[config.mk]
export PLATFORM = sky130hd
export DESIGN_NAME = ysyx_22040228_div_ctrl
export DESIGN_NICKNAME = d
export VERILOG_FILES = /design/src/rtl/ysyx_22040228_div_ctrl.sv
export SDC_FILE = /design/constraint.sdc
export NUM_CORES = 1
export LEC_CHECK = 0
export ABC_AREA = 1
export BUFFER_PORTS_ARGS = -buffer_cell sky130_fd_sc_hd__buf_2
export CORE_MARGIN = 10
export CORE_UTILIZATION = 30
export DETAILED_ROUTE_END_ITERATION = 7
export PLACE_DENSITY = 0.6
export SETUP_SLACK_MARGIN = 0.15
export SLEW_MARGIN = 5
export SYNTH_ARGS = -nofsm -noshare
export SYNTH_HDL_FRONTEND = slang
export SYNTH_SLANG_ARGS = --single-unit
[constraint.sdc]
create_clock -name clk -period 2.05 [get_ports clk]
set_clock_uncertainty 0.1 [all_clocks]
set_input_delay 0.205 -clock clk [delete_from_list [all_inputs] [get_ports clk]]
set_output_delay 0.205 -clock clk [all_outputs]
set_load 0.01 [all_outputs]
[src/rtl/ysyx_22040228_div_ctrl.sv]
// Sequencing controller between EX and the multi-cycle radix-2 divider.
// Prepares operands (W-variant extension), resolves divide-by-zero and
// signed overflow locally, runs the divider handshake, stalls EX, and
// drains an in-flight divide on flush.
`timescale 1ns/1ps

`ifndef INST_DIV
  `define INST_DIV   8'h40
`endif
`ifndef INST_DIVU
  `define INST_DIVU  8'h41
`endif
`ifndef INST_DIVW
  `define INST_DIVW  8'h42
`endif
`ifndef INST_DIVUW
  `define INST_DIVUW 8'h43
`endif
`ifndef INST_REM
  `define INST_REM   8'h44
`endif
`ifndef INST_REMU
  `define INST_REMU  8'h45
`endif
`ifndef INST_REMW
  `define INST_REMW  8'h46
`endif
`ifndef INST_REMUW
  `define INST_REMUW 8'h47
`endif

module ysyx_22040228_div_ctrl (
  input  logic        clk,
  input  logic        rst,
  input  logic        ex_valid,
  input  logic [7:0]  ex_opcode,
  input  logic [63:0] rs1_data,
  input  logic [63:0] rs2_data,
  input  logic        flush,
  output logic        ex_stall,
  output logic        res_valid,
  output logic [63:0] res_data,
  output logic        busy,
  output logic        div_ready,
  output logic [63:0] div_dividend,
  output logic [63:0] div_diviser,
  output logic [7:0]  div_opcode,
  input  logic [63:0] div_rem_data,
  input  logic        div_finish
);

  typedef enum logic [2:0] {IDLE, ISSUE, WAIT, DONE, DRAIN} state_e;

  localparam logic [63:0] D_MIN = 64'h8000_0000_0000_0000;
  localparam logic [63:0] W_MIN = 64'hFFFF_FFFF_8000_0000;

  state_e      state_q;
  logic [63:0] res_q, dvd_q, dvs_q;
  logic [7:0]  opc_q;
  logic        w_q;

  logic        is_div, is_w, is_sgn, is_rem;
  logic [63:0] dvd_p, dvs_p, spec_res;
  logic        div_zero, ovf, special, accept;

  // W results keep the low word and sign-extend it
  function automatic logic [63:0] wext(input logic w, input logic [63:0] r);
    return w ? {{32{r[31]}}, r[31:0]} : r;
  endfunction

  // opcode decode
  always_comb begin
    is_div = 1'b0;
    is_w   = 1'b0;
    is_sgn = 1'b0;
    is_rem = 1'b0;
    case (ex_opcode)
      `INST_DIV:   begin is_div = 1'b1; is_sgn = 1'b1; end
      `INST_DIVU:  begin is_div = 1'b1; end
      `INST_DIVW:  begin is_div = 1'b1; is_sgn = 1'b1; is_w = 1'b1; end
      `INST_DIVUW: begin is_div = 1'b1; is_w = 1'b1; end
      `INST_REM:   begin is_div = 1'b1; is_sgn = 1'b1; is_rem = 1'b1; end
      `INST_REMU:  begin is_div = 1'b1; is_rem = 1'b1; end
      `INST_REMW:  begin is_div = 1'b1; is_sgn = 1'b1; is_rem = 1'b1; is_w = 1'b1; end
      `INST_REMUW: begin is_div = 1'b1; is_rem = 1'b1; is_w = 1'b1; end
      default: ;
    endcase
  end

  // operand prep and special-case resolution on the prepared operands
  always_comb begin
    dvd_p = rs1_data;
    dvs_p = rs2_data;
    if (is_w) begin
      dvd_p = is_sgn ? {{32{rs1_data[31]}}, rs1_data[31:0]} : {32'b0, rs1_data[31:0]};
      dvs_p = is_sgn ? {{32{rs2_data[31]}}, rs2_data[31:0]} : {32'b0, rs2_data[31:0]};
    end
    div_zero = (dvs_p == 64'b0);
    ovf      = is_sgn && (dvd_p == (is_w ? W_MIN : D_MIN)) && (&dvs_p);
    special  = div_zero | ovf;
    if (is_rem) spec_res = div_zero ? dvd_p : 64'b0;
    else        spec_res = div_zero ? '1 : dvd_p;
  end

  assign accept = (state_q == IDLE) && ex_valid && is_div && !flush;

  // control FSM; operand regs stay put until the op leaves the divider
  always_ff @(posedge clk or negedge rst) begin
    if (!rst) begin
      state_q <= IDLE;
      res_q   <= '0;
      dvd_q   <= '0;
      dvs_q   <= '0;
      opc_q   <= '0;
      w_q     <= 1'b0;
    end else begin
      case (state_q)
        IDLE: if (accept) begin
          w_q <= is_w;
          if (special) begin
            res_q   <= wext(is_w, spec_res);
            state_q <= DONE;
          end else begin
            dvd_q   <= dvd_p;
            dvs_q   <= dvs_p;
            opc_q   <= ex_opcode;
            state_q <= ISSUE;
          end
        end
        ISSUE: state_q <= flush ? DRAIN : WAIT;
        WAIT: begin
          if (flush) begin
            // a finish coinciding with flush closes the op; nothing to drain
            if (div_finish) begin
              state_q <= IDLE;
              dvd_q   <= '0;
              dvs_q   <= '0;
              opc_q   <= '0;
            end else begin
              state_q <= DRAIN;
            end
          end else if (div_finish) begin
            res_q   <= wext(w_q, div_rem_data);
            state_q <= DONE;
          end
        end
        DONE: begin
          state_q <= IDLE;
          dvd_q   <= '0;
          dvs_q   <= '0;
          opc_q   <= '0;
        end
        DRAIN: if (div_finish) begin
          state_q <= IDLE;
          dvd_q   <= '0;
          dvs_q   <= '0;
          opc_q   <= '0;
        end
        default: state_q <= IDLE;
      endcase
    end
  end

  assign busy         = (state_q != IDLE);
  assign div_ready    = (state_q == ISSUE);
  assign res_valid    = (state_q == DONE) && !flush;
  assign res_data     = res_q;
  assign div_dividend = dvd_q;
  assign div_diviser  = dvs_q;
  assign div_opcode   = opc_q;
  assign ex_stall     = accept || (state_q == ISSUE) || (state_q == WAIT) ||
                        ((state_q == DRAIN) && ex_valid && is_div);

endmodule

==> key figures, run 1 <==
Outcome
  – Run status: finished with violations
  – Violations in the final reports: negative setup slack

Routing
  – Number of antenna-violating nets in the routed design: 0
  – Number of iterations in the first detailed-routing pass: 8
  – DRC Markers: 0
  – Average routed wire per standard cell: 18.9 um
  – Violation count after the first detailed-route iteration: roughly 1,400
  – DR vias: 14,100
  – Final routed wirelength across all metal layers: about 55 mm
  – Ratio of routed vias to standard cells: slightly below 5

Logic synthesis
  – Count of distinct cell types in the synthesized netlist: 29
  – Synthesized net count: about 1,800
  – Part of the Yosys area used for sequential elements: 44.0%
  – Biggest area contributors in the synthesized netlist: sky130_fd_sc_hd__dfrtp_1 (44%), sky130_fd_sc_hd__nand2_1 (14%), sky130_fd_sc_hd__nand3_1 (7.7%)
  – Mean Syn Cell Area: 7.13 um^2
  – Synthesized cell area: about 12,000 um^2
  – Number of synthesis warnings: 0
  – Mapped Cells: 1,630
  – Cell taking the most area after synthesis: sky130_fd_sc_hd__dfrtp_1
  – Number of flip-flops and latches in the synthesized netlist: 204
  – Share of Yosys cell area claimed by the top area cell type: around 44%

Final layout
  – Final non-filler cell area: about 19,000 um^2
  – Sequential cell area: 5100 um^2
  – Multi-input gate area in the final layout: roughly 5600 um^2
  – Signed area change from the synthesized netlist to the final layout: 66.6%
  – Number of nets in the layout: 2,567
  – Number of fillers in the final layout: 3,671
  – Layout cell share with drive strength beyond 1: 35.4%

Timing
  – Maximum frequency from static timing analysis: 406 MHz
  – Unrepaired setup endpoints after global routing: true
  – Total Neg Setup Slack: -46.79 ns
  – Slack of the critical path: -0.411 ns
  – Final critical-path share of the clock period: 120%
  – Tightest Pin Transition: 0.584 ns
  – Worst slew slack as a fraction of its limit: 60.7%
  – Count of final max-slew check failures: 0
  – Final setup viols: 200
  – Final min period: roughly 2.5 ns
  – Final Hold Viols: 0

Critical path
  – Required time of the critical path: 2.41 ns
  – Worst reg2reg setup slack: -0.41 ns
  – Reg2reg start: state_q[1]$_DFFE_PN0P_
  – CP arrival: 2.82 ns
  – Reg2reg end: div_diviser[60]$_DFFE_PN0P_
  – Endpoint of the most critical setup path: div_diviser[60]$_DFFE_PN0P_
  – Critical path fanouts, max: 6
  – Critical path class: reg -> reg
  – CP Launch Point: state_q[1]$_DFFE_PN0P_
  – Depth of the most critical reg-to-reg path: 15
  – Sort of element at the end of the critical path: flop
  – Startpoint Class: flop

Floorplan
  – Starting density of the core: 30.2%
  – Height of the die: 217 um
  – Placement row count: 72
  – Die area: roughly 47,000 um^2
  – Die width: 217 um
  – Number of primary I/O pins: 409
  – Standard cell core area: 38,500 um^2

GRT
  – First-pass GRT wire length: 81.8 mm
  – Global routing usage summed across all routing layers: 21.8%
  – Initial antenna violation count: 7
  – GRT Residual Overflow: 0
  – Maximum number of pins on one net before global-route repair: 53
  – Vias in the first global route: 14,300

Placed design
  – Number of port buffers: between 400 and 500
  – Placement-stage cell area: 16,000 um^2
  – Placed wire-length estimate after detailed placement: 37.1 mm
  – Routability congestion estimate: 0.939

Clock tree
  – Num CTS Buffers: 25
  – Num Clock Sinks: approximately 200
  – CTS tree: yes
  – Maximum clock insertion buffer count: 3
  – Number of levels in the clock H-tree: 1
  – Clock Root Buffer: sky130_fd_sc_hd__clkbuf_16
  – Clock transition at path regs: 0.07 ns
  – Worst skew pair latency: 0.54 ns

Power
  – Final total power: 0.0289 W
  – Power per cell area: 1500 nW/um^2
  – Total leakage power: 10.1 nW
  – VDD IR-drop max: roughly 1400 uV

Job
  – Count of maximum capacitance violations: 0

Min path
  – Class of the tightest hold or removal check: in -> reg
how the worst min path moves through the flow:
stage                       from  cells after the start  slack (ns)                      endpoint
finish              rs1_data[47]                      4        0.01  div_dividend[47]$_DFFE_PN0P_
global route        rs1_data[46]                      4        0.04  div_dividend[46]$_DFFE_PN0P_
CTS                 rs1_data[47]                      4       0.001  div_dividend[47]$_DFFE_PN0P_
detailed placement           rst                      1         0.1      res_data[58]$_DFFE_PN0P_
global placement             rst                      1        0.09      res_data[58]$_DFFE_PN0P_
floorplan                    rst                      0       -0.19   div_dividend[0]$_DFFE_PN0P_
routing by layer:
metal,up-vias,global-route usage (%),share of wire (%)
met4,0,7.57,3.5
met3,126,5.45,8.6
met5,-,0,0
met2,645,35.7,47
met1,6633,27.4,41
li1,6705,-,-
synthesized netlist by cell type:
cell type / instances
sky130_fd_sc_hd__nand4_2: 2
sky130_fd_sc_hd__a31oi_1: 1
sky130_fd_sc_hd__nand4_4: 1
sky130_fd_sc_hd__o21ai_1: 75
sky130_fd_sc_hd__inv_2: 3
sky130_fd_sc_hd__o21ai_0: 169
sky130_fd_sc_hd__nand3_1: 178
sky130_fd_sc_hd__inv_1: 207
sky130_fd_sc_hd__nand2_1: 426
sky130_fd_sc_hd__nor2_1: 124
sky130_fd_sc_hd__nor2_4: 2
sky130_fd_sc_hd__buf_6: 21
sky130_fd_sc_hd__nand4_1: 9
sky130_fd_sc_hd__dfrtp_1: 204
sky130_fd_sc_hd__nor2_2: 3
sky130_fd_sc_hd__mux2i_1: 1
sky130_fd_sc_hd__buf_1: 9
sky130_fd_sc_hd__buf_2: 23
sky130_fd_sc_hd__nand3b_1: 33
sky130_fd_sc_hd__buf_4: 5
sky130_fd_sc_hd__o211ai_1: 31
sky130_fd_sc_hd__nor3_1: 6
sky130_fd_sc_hd__nand2_2: 2
sky130_fd_sc_hd__clkbuf_1: 54
sky130_fd_sc_hd__a21oi_1: 36
sky130_fd_sc_hd__nand3_2: 2
sky130_fd_sc_hd__nor3_2: 1
sky130_fd_sc_hd__a21boi_4: 1
sky130_fd_sc_hd__o21a_1: 1
timing repair:
action / CTS / global route
gates resized for setup: 75 / 30
hold endpoints to repair: 314 / 0
pin swaps: 5 / 4
endpoints found under the setup margin: 204 / 205
setup buffers: 13 / 9
hold buffers: 136 / 0
gates cloned: 12 / 9
sequential cells by signal (all words and copies together) (netlist names):
| signal | count |
|---|---|
| div_dividend | 64 |
| div_opcode | 8 |
| w_q | 1 |
| state_q | 3 |
| res_data | 64 |
| div_diviser | 64 |
cell usage in the layout, fill, tap and decap left out, types with 33 or more instances in the layout:
master / netlist / final
sky130_fd_sc_hd__a21oi_1: 36 / 36
sky130_fd_sc_hd__buf_2: 23 / 406
sky130_fd_sc_hd__buf_4: 5 / 210
sky130_fd_sc_hd__clkbuf_16: 0 / 33
sky130_fd_sc_hd__dfrtp_1: 204 / 204
sky130_fd_sc_hd__dlygate4sd3_1: 0 / 136
sky130_fd_sc_hd__inv_1: 207 / 203
sky130_fd_sc_hd__nand2_1: 426 / 424
sky130_fd_sc_hd__nand3_1: 178 / 119
sky130_fd_sc_hd__nand3_2: 2 / 60
sky130_fd_sc_hd__nand3b_1: 33 / 33
sky130_fd_sc_hd__nor2_1: 124 / 116
sky130_fd_sc_hd__o21ai_0: 169 / 120
sky130_fd_sc_hd__o21ai_1: 75 / 93
stage by stage:
step,std cells,util [%],setup slack [ns],hold slack (ns)
after floorplan,1630,-,-0.101,-0.191
after global placement,2674,41.5,-0.675,0.0870
after detailed placement,2674,41.5,-0.698,0.0954
after CTS,2881,49.2,-0.394,0.00104
after global routing,2906,50.3,-0.532,0.0376
final,2906,50.3,-0.411,0.0150
cell families after synthesis:
family,after synthesis,synth area share [%]
AND/OR/NAND/NOR,789,29.4
buffers and inverters,322,12.2
AO/OA/AOI/OAI,314,14.3
flip-flops,204,44.0
multiplexers,1,0.0862
worst max-delay path, cell delays in order (launching register included):
cell	delay (ns)
sky130_fd_sc_hd__dfrtp_1	0.40
sky130_fd_sc_hd__nor2_4	0.13
sky130_fd_sc_hd__inv_2	0.06
sky130_fd_sc_hd__nor2_4	0.11
sky130_fd_sc_hd__inv_4	0.05
sky130_fd_sc_hd__nor3_4	0.18
sky130_fd_sc_hd__nor2_2	0.08
sky130_fd_sc_hd__nor3_4	0.20
sky130_fd_sc_hd__buf_4	0.14
sky130_fd_sc_hd__a21boi_4	0.24
sky130_fd_sc_hd__buf_12	0.18
sky130_fd_sc_hd__buf_12	0.14
sky130_fd_sc_hd__buf_12	0.10
sky130_fd_sc_hd__buf_16	0.12
sky130_fd_sc_hd__nand3_2	0.07
sky130_fd_sc_hd__o21ai_1	0.08
where the power goes:
group | total (W) | switching (W) | internal (W)
Combinational | 0.0172 | 0.00954 | 0.00770
Clock | 0.00474 | 0.00185 | 0.00290
Sequential | 0.00696 | 0.00112 | 0.00584
area by class of cell:
type | instances | share of cell area [%]
antenna | 7 | 0.0905
inverter | 210 | 4.10
tap | 518 | 3.35
sequential | 204 | 26.4
timing repair buffer | 817 | 32.8
clock buffer | 36 | 3.65
multi-input combinational | 1104 | 28.8
clock inverter | 10 | 0.808
Note: power is estimated with default switching activity, not from simulation.
==> inputs of run 2 (changes only) <==
PLACE_DENSITY = 0.58   (was 0.6)
clock period = 3.1 ns   (was 2.05 ns; I/O delays follow)
==> run 2 against run 1 <==
Effect of this change: the flow now finishes without violations; register-to-register slack gained 0.81 ns; clock power shrank 36%; worst hold slack lost 0.0099 ns; design area shrank 16%; utilization shrank 7.8 points; largest cell class is now multi-input gates; routed wire length shrank 10%; die area is the same; global-route usage shrank 2.1 points; first-iteration DRC count shrank 12%; critical endpoint is now div_diviser[18]$_DFFE_PN0P_; setup slack gained 0.73 ns; combinational power shrank 54%; sequential cell count is the same.
==> key figures, run 2 (synthesis results as in run 1) <==
Placed design
  – Number of port buffers: 408
  – # placed instances: 2,476
  – Placed wire-length estimate after detailed placement: 35.3 mm
  – Routability congestion estimate: about 0.89
  – Pre-CTS setup slack: 0.125 ns

Clock tree
  – Maximum clock insertion buffer count: 3
  – Worst skew pair latency: about 0.54 ns
  – Num Clock Sinks: 204
  – CTS tree: yes
  – Num CTS Buffers: 26
  – Number of levels in the clock H-tree: 1
  – Clock Root Buffer: sky130_fd_sc_hd__clkbuf_16
  – Clock transition at path regs: 0.06 ns

Floorplan
  – Placement row count: 72
  – Die area: roughly 47,000 um^2
  – Die width: around 220 um
  – Number of primary I/O pins: 409
  – Starting density of the core: 30.2%
  – Standard cell core area: 38,500 um^2
  – Height of the die: 217 um

Routing
  – Average routed wire per standard cell: 18.5 um
  – Violation count after the first detailed-route iteration: 1,224
  – Number of iterations in the first detailed-routing pass: 8
  – DR vias: 12,900
  – Final routed wirelength across all metal layers: 49.3 mm
  – Ratio of routed vias to standard cells: slightly below 5
  – DRC Markers: 0
  – Number of antenna-violating nets in the routed design: 0

Power
  – P_int: 0.00846 W
  – Clock power share: 19.5%
  – Combinational cell fraction of total power: 51.1%
  – Sw power: ~0.007 W
  – Power per cell area: 944 nW/um^2
  – VDD IR-drop max: between 500 and 600 uV
  – Switching share of power: 45.2%
  – Final total power: 0.0154 W
  – Total leakage power: 8.50 nW
  – Relative contribution of sequential cells to total power: 29.4%

GRT
  – Global routing usage summed across all routing layers: 19.7%
  – Maximum number of pins on one net before global-route repair: 100
  – Vias in the first global route: 12,700
  – First-pass GRT wire length: about 75 mm
  – Initial antenna violation count: 4
  – GRT Residual Overflow: 0

Timing
  – Worst Hold Margin: approximately 0.005 ns
  – Maximum frequency from static timing analysis: between 300 and 400 MHz
  – Worst slew slack as a fraction of its limit: 35.8%
  – Final Hold Viols: 0
  – Unrepaired setup endpoints after global routing: true
  – Total Neg Setup Slack: 0 ns
  – Tightest Pin Transition: between 0.9 and 1 ns
  – Final setup viols: 0
  – Final critical-path share of the clock period: ~90%
  – Final min period: 2.78 ns
  – Slack of the critical path: 0.315 ns
  – Count of final max-slew check failures: 0

Final layout
  – Number of nets in the layout: 2,320
  – Signed area change from the synthesized netlist to the final layout: 40.7%
  – Number of fillers in the final layout: 3,968
  – Layout cell share with drive strength beyond 1: 23.8%
  – Most frequent standard cell in the layout excluding fill and tap cells: sky130_fd_sc_hd__nand2_1
  – Non-filler instance count after layout: about 2,700
  – Top library cells by usage in the layout, fill and taps aside: sky130_fd_sc_hd__nand2_1 (425), sky130_fd_sc_hd__buf_2 (407), sky130_fd_sc_hd__inv_1 (206)

Critical path
  – Sort of element at the end of the critical path: flop
  – Worst reg2reg setup slack: 0.40 ns
  – Critical path fanouts, max: 50
  – Startpoint Class: primary input
  – CP arrival: a little over 3 ns
  – Critical path class: in -> reg
  – Required time of the critical path: 3.42 ns

Outcome
  – Run status: completed

Job
  – Count of maximum capacitance violations: 0

Min path
  – Class of the tightest hold or removal check: in -> reg
run 2: metrics by stage:
step                cell area [um^2]  utilization, %
floorplan                      11600               -
global placement               14100            36.6
detailed placement             14100            36.6
CTS                            16200            42.2
global route                   16300            42.5
finish                         16300            42.5
run 2: worst paths after layout:
kind / start / cells after the start / end
worst max-delay path: ex_opcode[0] / 18 / div_diviser[18]$_DFFE_PN0P_
worst min-delay path: div_rem_data[53] / 5 / res_data[53]$_DFFE_PN0P_
worst max register to register: state_q[1]$_DFFE_PN0P_ / 12 / div_diviser[18]$_DFFE_PN0P_
worst min register to register: res_data[5]$_DFFE_PN0P_ / 2 / res_data[5]$_DFFE_PN0P_
max in group asynchronous: rst / 3 / div_dividend[60]$_DFFE_PN0P_
min in group asynchronous: rst / 2 / div_diviser[9]$_DFFE_PN0P_
run 2: repair_timing:
action                     CTS  global route
hold endpoints to repair   204             0
setup endpoints to repair   46           197
hold buffers               124             0
gates cloned                 1             3
resized for setup            1             9
setup buffers                1             0
run 2: power by group through the flow:
stage               registers (W)  clock network (W)  logic [W]
finish                    0.00454            0.00301    0.00788
CTS                       0.00453            0.00308    0.00765
global placement          0.00455                  0    0.00721
detailed placement        0.00455                  0    0.00729
global route              0.00466            0.00321    0.00879
floorplan                 0.00496                  0    0.00428
run 2: area by class of cell:
class	count	area, um^2	share of cell area (%)
Multi-Input combinational cell	1104	5140	31.5
Sequential cell	204	5100	31.2
Timing Repair Buffer	569	3810	23.3
Inverter	210	788	4.82
Clock buffer	38	737	4.51
Tap cell	518	648	3.97
Clock inverter	10	105	0.643
Antenna cell	4	10.0	0.0613
run 2: worst max-delay path: stages:
cell and delay [ns]:
sky130_fd_sc_hd__dlygate4sd3_1 0.55, sky130_fd_sc_hd__buf_2 0.19, sky130_fd_sc_hd__nor2_1 0.20, sky130_fd_sc_hd__nand4_2 0.15
sky130_fd_sc_hd__buf_12 0.19, sky130_fd_sc_hd__nand2_1 0.10, sky130_fd_sc_hd__nand2_1 0.06, sky130_fd_sc_hd__nor2_1 0.14
sky130_fd_sc_hd__nand2_1 0.07, sky130_fd_sc_hd__nor2_1 0.12, sky130_fd_sc_hd__buf_4 0.12, sky130_fd_sc_hd__nand3_2 0.10
sky130_fd_sc_hd__nand2_2 0.12, sky130_fd_sc_hd__a21boi_4 0.07, sky130_fd_sc_hd__buf_12 0.16, sky130_fd_sc_hd__buf_16 0.18
sky130_fd_sc_hd__nand3_1 0.12, sky130_fd_sc_hd__o21ai_1 0.10
run 2: metal layers:
| layer | part of all wire [%] | global-route usage [%] | routed length (um) | up-vias |
|---|---|---|---|---|
| met1 | 43 | 25.1 | 21100 | 6067 |
| met5 | 0.026 | 0 | 13 | - |
| met2 | 47 | 32.6 | 23100 | 551 |
| met3 | 7.5 | 4.31 | 3700 | 75 |
| li1 | - | - | - | 6221 |
| met4 | 2.8 | 6.13 | 1360 | 2 |
